$ cat config.mk
export PLATFORM = sky130hd
export DESIGN_NAME = exh_vec_bist
export DESIGN_NICKNAME = d
export VERILOG_FILES = /design/src/rtl/exh_vec_bist.sv
export SDC_FILE = /design/constraint.sdc
export NUM_CORES = 1
export LEC_CHECK = 0
export ABC_AREA = 1
export ABC_CLOCK_PERIOD_IN_PS = 1400
export CAP_MARGIN = 20
export CORE_MARGIN = 2
export CORE_UTILIZATION = 48
export DETAILED_ROUTE_END_ITERATION = 8
export GPL_TIMING_DRIVEN = 0
export PLACE_DENSITY = 0.75
export SLEW_MARGIN = 20
export SYNTH_ARGS = -nofsm -noshare
export SYNTH_HDL_FRONTEND = slang
export SYNTH_SLANG_ARGS = --single-unit
$ cat constraint.sdc
create_clock -name clk -period 1.4 [get_ports clk]
set_input_delay 0.42 -clock clk [delete_from_list [all_inputs] [get_ports clk]]
set_output_delay 0.42 -clock clk [all_outputs]
set_load 0.1 [all_outputs]
$ cat src/rtl/exh_vec_bist.sv
// exh_vec_bist
// Exhaustive-stimulus generator and response compactor for a small
// combinational block. Walks every input combination in ascending order,
// holds each one for HOLD_CYC cycles, samples the block output once per
// vector on the last held cycle, and folds the samples into a raw response
// word and a CRC signature compared against GOLDEN at the end of the run.
//
// Ports
//   clk       in   rising-edge clock
//   rst_n     in   asynchronous active-low reset
//   start     in   one-cycle run request (ignored while a run is active)
//   vec_out   out  stimulus to the block under test (MSB = input a)
//   dut_z     in   output of the block under test
//   busy      out  run in progress
//   done      out  run complete, sticky until the next start
//   pass      out  valid with done; 1 when signature matched GOLDEN
//   resp      out  raw responses, bit i = sample taken for vector i
//   signature out  compacted response
module exh_vec_bist #(
    parameter int              N_IN     = 3,
    parameter int              HOLD_CYC = 10,
    parameter int              SIG_W    = 16,
    parameter logic [SIG_W-1:0] POLY    = 16'h1021,
    parameter logic [SIG_W-1:0] SEED    = 16'hFFFF,
    parameter logic [SIG_W-1:0] GOLDEN  = 16'h0000
) (
    input  logic                   clk,
    input  logic                   rst_n,
    input  logic                   start,
    output logic [N_IN-1:0]        vec_out,
    input  logic                   dut_z,
    output logic                   busy,
    output logic                   done,
    output logic                   pass,
    output logic [(1<<N_IN)-1:0]   resp,
    output logic [SIG_W-1:0]       signature
);

    localparam int NV = 1 << N_IN;
    localparam logic [N_IN:0]   IDX_ONE  = 1;
    localparam logic [N_IN:0]   IDX_LAST = NV - 1;
    localparam logic [N_IN-1:0] VEC_ONE  = 1;
    localparam logic [7:0]      HOLD_ONE = 8'd1;
    localparam logic [7:0]      HOLD_END = 8'(HOLD_CYC - 1);

    typedef enum logic [1:0] {
        ST_IDLE = 2'd0,
        ST_RUN  = 2'd1,
        ST_DONE = 2'd2
    } state_t;

    // One CRC step: shift left, feed back POLY on a set MSB, then mix the
    // sampled response into the LSB.
    function automatic logic [SIG_W-1:0] crc_step(input logic [SIG_W-1:0] sig,
                                                  input logic             z);
        logic [SIG_W-1:0] fb;
        fb = sig[SIG_W-1] ? POLY : {SIG_W{1'b0}};
        return {sig[SIG_W-2:0], 1'b0} ^ fb ^ {{(SIG_W-1){1'b0}}, z};
    endfunction

    state_t            state_r, state_s;
    logic [N_IN:0]     vec_idx_r, vec_idx_s;
    logic [7:0]        hold_cnt_r, hold_cnt_s;
    logic [N_IN-1:0]   vec_out_r, vec_out_s;
    logic              busy_r, busy_s;
    logic              done_r, done_s;
    logic              pass_r, pass_s;
    logic [NV-1:0]     resp_r, resp_s;
    logic [SIG_W-1:0]  sig_r, sig_s;
    logic              sample_s;
    logic              last_s;
    logic [SIG_W-1:0]  sig_step_s;

    assign sample_s   = (state_r == ST_RUN) && (hold_cnt_r == HOLD_END);
    assign last_s     = (vec_idx_r == IDX_LAST);
    assign sig_step_s = crc_step(sig_r, dut_z);

    // State register.
    always_ff @(posedge clk or negedge rst_n) begin
        if (!rst_n) begin
            state_r <= ST_IDLE;
        end else begin
            state_r <= state_s;
        end
    end

    // Next-state decode; start is only honoured outside RUN.
    always_comb begin
        state_s = state_r;
        case (state_r)
            ST_IDLE, ST_DONE: begin
                if (start) begin
                    state_s = ST_RUN;
                end else begin
                    state_s = state_r;
                end
            end
            ST_RUN: begin
                if (sample_s && last_s) begin
                    state_s = ST_DONE;
                end else begin
                    state_s = ST_RUN;
                end
            end
            default: state_s = ST_IDLE;
        endcase
    end

    // Next values of the datapath and of every registered output.
    always_comb begin
        vec_idx_s  = vec_idx_r;
        hold_cnt_s = hold_cnt_r;
        vec_out_s  = vec_out_r;
        busy_s     = busy_r;
        done_s     = done_r;
        pass_s     = pass_r;
        resp_s     = resp_r;
        sig_s      = sig_r;
        case (state_r)
            ST_IDLE, ST_DONE: begin
                if (start) begin
                    vec_idx_s  = {(N_IN+1){1'b0}};
                    hold_cnt_s = 8'd0;
                    vec_out_s  = {N_IN{1'b0}};
                    busy_s     = 1'b1;
                    done_s     = 1'b0;
                    pass_s     = 1'b0;
                    resp_s     = {NV{1'b0}};
                    sig_s      = SEED;
                end else begin
                    busy_s = busy_r;
                end
            end
            ST_RUN: begin
                if (sample_s) begin
                    resp_s[vec_idx_r[N_IN-1:0]] = dut_z;
                    sig_s      = sig_step_s;
                    hold_cnt_s = 8'd0;
                    if (last_s) begin
                        // Pass is judged on the signature being written now.
                        busy_s    = 1'b0;
                        done_s    = 1'b1;
                        pass_s    = (sig_step_s == GOLDEN);
                        vec_out_s = {N_IN{1'b0}};
                        vec_idx_s = {(N_IN+1){1'b0}};
                    end else begin
                        vec_idx_s = vec_idx_r + IDX_ONE;
                        vec_out_s = vec_out_r + VEC_ONE;
                    end
                end else begin
                    hold_cnt_s = hold_cnt_r + HOLD_ONE;
                end
            end
            default: begin
                vec_idx_s  = {(N_IN+1){1'b0}};
                hold_cnt_s = 8'd0;
                vec_out_s  = {N_IN{1'b0}};
                busy_s     = 1'b0;
                done_s     = 1'b0;
                pass_s     = 1'b0;
                resp_s     = {NV{1'b0}};
                sig_s      = SEED;
            end
        endcase
    end

    // Datapath and output registers.
    always_ff @(posedge clk or negedge rst_n) begin
        if (!rst_n) begin
            vec_idx_r  <= {(N_IN+1){1'b0}};
            hold_cnt_r <= 8'd0;
            vec_out_r  <= {N_IN{1'b0}};
            busy_r     <= 1'b0;
            done_r     <= 1'b0;
            pass_r     <= 1'b0;
            resp_r     <= {NV{1'b0}};
            sig_r      <= SEED;
        end else begin
            vec_idx_r  <= vec_idx_s;
            hold_cnt_r <= hold_cnt_s;
            vec_out_r  <= vec_out_s;
            busy_r     <= busy_s;
            done_r     <= done_s;
            pass_r     <= pass_s;
            resp_r     <= resp_s;
            sig_r      <= sig_s;
        end
    end

    assign vec_out   = vec_out_r;
    assign busy      = busy_r;
    assign done      = done_r;
    assign pass      = pass_r;
    assign resp      = resp_r;
    assign signature = sig_r;

endmodule

==> flow_summary.yaml <==
placed_design:
  io_buffers: 33
  hpwl_mm: 3.46
  place.gp.congestion: 0.805
  post-place-ws_ns: -0.781
route:
  routed_wl_mm: 8.28
  viasPerCell: 5.78
  wire_per_inst_um: 19.8
  vias: 2411
  drtIter0Drc: 202
  postRouteAntennaNets: 0
  drtPass1Iterations: 5
  drc: 0
floorplanning:
  initial_core_util_pct: 49.2
  die_w_um: 73.1
  core_area_sq_um: 4660
  die_area_sq_um: 5340
  rows: 25
  die_y_um: 73.1
  io_pins: 34
logic_synthesis:
  synth_ff_type: "dfrtp_1"
  syn_area_per_cell_sq_um: 8.16
  ys_ff_latch: 44
  synth_area_leaders: "dfrtp_1 31%, dfstp_2 18%, nand2_1 12%, nor2_1 5.1%, o21ai_1 4.6%"
  synth_edf_count: 0
  synth_cell_type_count: 31
  netlist_area_sq_um: 2290
  async_flop_share_pct: 100
  synth-seq-area-share_pct: 48.9
  ys_warn_count: 0
  synth_nets: 289
  syn-instance-count: 281
  post-synth-top-area-fraction_pct: 30.6
  yosysTopAreaCell: "dfrtp_1"
cells_and_area:
  fin_util_pct: 79.2
  diodes: 0
  seqCellArea_sq_um: 1130
  multi_input_area_sq_um: 1240
  syn_to_final_growth_pct: 61.1
  layout.nets: 370
  nFillCells: 261
  drive_gt1_share_pct: 46.3
sta:
  slew_viol_final: 0
  fin_ws_ns: -0.228
  tightest_slew_ns: 0.465
  fin_skew_ns: 0.00793
  fin_crit_sh_pct: 116
  whs_ns: 0.0459
  period_minus_slack_ns: 1.63
  max_freq_mhz: 614
  hold_viol: 0
  slew_headroom_pct: 69.0
  setup_viol: 59
  rsz0062_at_grt: "true"
setup_path:
  endpoint_kind: "flip-flop"
  critPathMaxStageDelay_ns: 0.41
  crit_required_ns: 1.64
  crit_start: "hold_cnt_r[5]"
  reg2reg_slack_ns: -0.23
  cp_common_cell: "buf_6"
  worstSetupPathType: "reg -> reg"
  rr_endpoint: "signature[9]"
  cp-start-kind: "flip-flop"
  reg2reg_depth: 9
  cp.arrival_ns: 1.86
  crit_fanout: 7
  reg2reg_from: "hold_cnt_r[5]"
  worst_path_max_delay_cell: "dfrtp_1"
  worstPathCellList: "nor2_1 > nand2_2 > o21ai_4 > buf_6 > nand2_8 > buf_12 > buf_6 > nand2_1 > o21ai_1"
clocking:
  htree_levels: 2
  cts_tree: "yes"
  cts-root-buf: "clkbuf_8"
  cts_max_path_buffers: 2
  ctsHoldBuffers: 0
  clk_latency_ns: 0.31
  cts_buffers: 5
  cts.sinks: 44
  path_clk_slew_ns: 0.09
global_routing:
  track_usage_pct: 28.4
  antenna_found_initial: 0
  gr-total-overflow: 0
  grt_pass1_vias: 2390
  grt_pass1_wl_mm: 11.5
  grt_max_degree: 27
pwr:
  p_leak_nw: 1.78
  peakVddDrop_mv: 2.41
  pwr_density_cell_nw_per_um2: 2780
flow_run:
  max_cap_violations: 0
run_status:
  violations: "negative setup slack"
  outcome: "finished with violations"
hold_path:
  hold_path_class: "in -> async"
registers in the layout (all words and copies together) (netlist names):
| signal | flops |
|---|---|
| vec_idx_r | 4 |
| hold_cnt_r | 8 |
| busy | 1 |
| signature | 16 |
| resp | 8 |
| done | 1 |
| vec_out | 3 |
| state_r | 2 |
| pass | 1 |
report_power, final:
group,switching (mW),leakage (nW),internal (mW)
clock network,0.494,0.0541,0.529
logic,4.26,1.20,2.44
registers,0.580,0.526,1.94
total,5.34,1.78,4.91
worst max-delay path: cells and delay by family (launching register included):
kind	cells	cell delay, ns
and+or+nand+nor	4	0.42
buffers and inverters	3	0.43
AOI/OAI and AO/OA	2	0.28
DFF	1	0.41
routing by layer:
layer	track usage [%]	wire length, um	vias up
met5	0	0	-
met4	11.5	244	0
met3	5.66	411	27
met2	49.1	4370	120
met1	34.5	3250	1185
li1	-	-	1079
logic make-up (layout without fill, tap and decap cells):
family | Yosys count | after routing | synth area share, %
adders and majority gates | 4 | 4 | 2.18
and+or+nand+nor | 156 | 156 | 30.0
buffers and inverters | 36 | 118 | 8.24
DFF | 44 | 44 | 48.9
AOI/OAI and AO/OA | 34 | 34 | 8.02
xor gates and xnor gates | 7 | 7 | 2.67
cell usage after synthesis, drive strengths merged (2+ instances only):
| cell type | number |
|---|---|
| ha | 4 |
| and2 | 3 |
| nand4 | 12 |
| nor3 | 9 |
| nand3 | 20 |
| xnor2 | 6 |
| dfstp | 16 |
| inv | 22 |
| or2 | 2 |
| nand2 | 76 |
| nor2 | 34 |
| buf | 12 |
| o21ai | 27 |
| dfrtp | 28 |
| a21oi | 5 |
cells in the final DEF (no fill, tap or decap), types with 3 or more instances in the layout:
master,count
a21oi_1,5
and2_1,3
buf_12,19
buf_16,4
buf_2,6
buf_4,34
buf_6,16
buf_8,5
clkbuf_8,5
dfrtp_1,26
dfstp_2,15
ha_1,3
inv_1,20
nand2_1,55
nand2_2,13
nand2_4,7
nand3_1,17
nand4_1,12
nor2_1,27
nor2_2,3
nor2_4,4
nor3_1,9
o21ai_1,5
o21ai_2,17
o21ai_4,4
xnor2_1,6
cell type report:
| type | instances | share of cell area (%) |
|---|---|---|
| Clock buffer | 5 | 1.86 |
| Timing Repair Buffer | 75 | 25.8 |
| Buffer | 12 | 2.85 |
| Tap cell | 54 | 1.83 |
| Clock inverter | 3 | 1.15 |
| Multi-Input combinational cell | 201 | 33.5 |
| Inverter | 23 | 2.47 |
| Sequential cell | 44 | 30.5 |
repair_timing:
action,4_1_cts,5_1_grt
pin swaps,6,1
setup endpoints to repair,73,69
setup buffers,33,3
cloned,6,0
resized for setup,277,53
worst max-delay path by stage:
stage,to,slack [ns],depth (start not counted)
3_5_place_dp,signature[15],-0.78,1
4_1_cts,signature[15],-0.14,1
5_1_grt,pass,-0.28,9
6_report,signature[9],-0.23,9
3_3_place_gp,vec_out[1],-1.41,1
2_1_floorplan,vec_out[2],0.002,4
metrics by stage:
step | cell area [sq um] | cells | TNS [ns] | power, mW
final | 3690 | 417 | -6.62 | 10.2
after global routing | 3690 | 417 | -9.07 | 10.6
after detailed placement | 2710 | 369 | -34.33 | 6.91
after CTS | 3510 | 416 | -3.54 | 9.32
after floorplan | 2300 | 281 | 0 | 5.96
after global placement | 2700 | 368 | -82.08 | 6.85
(Power assumes the default switching activity.)
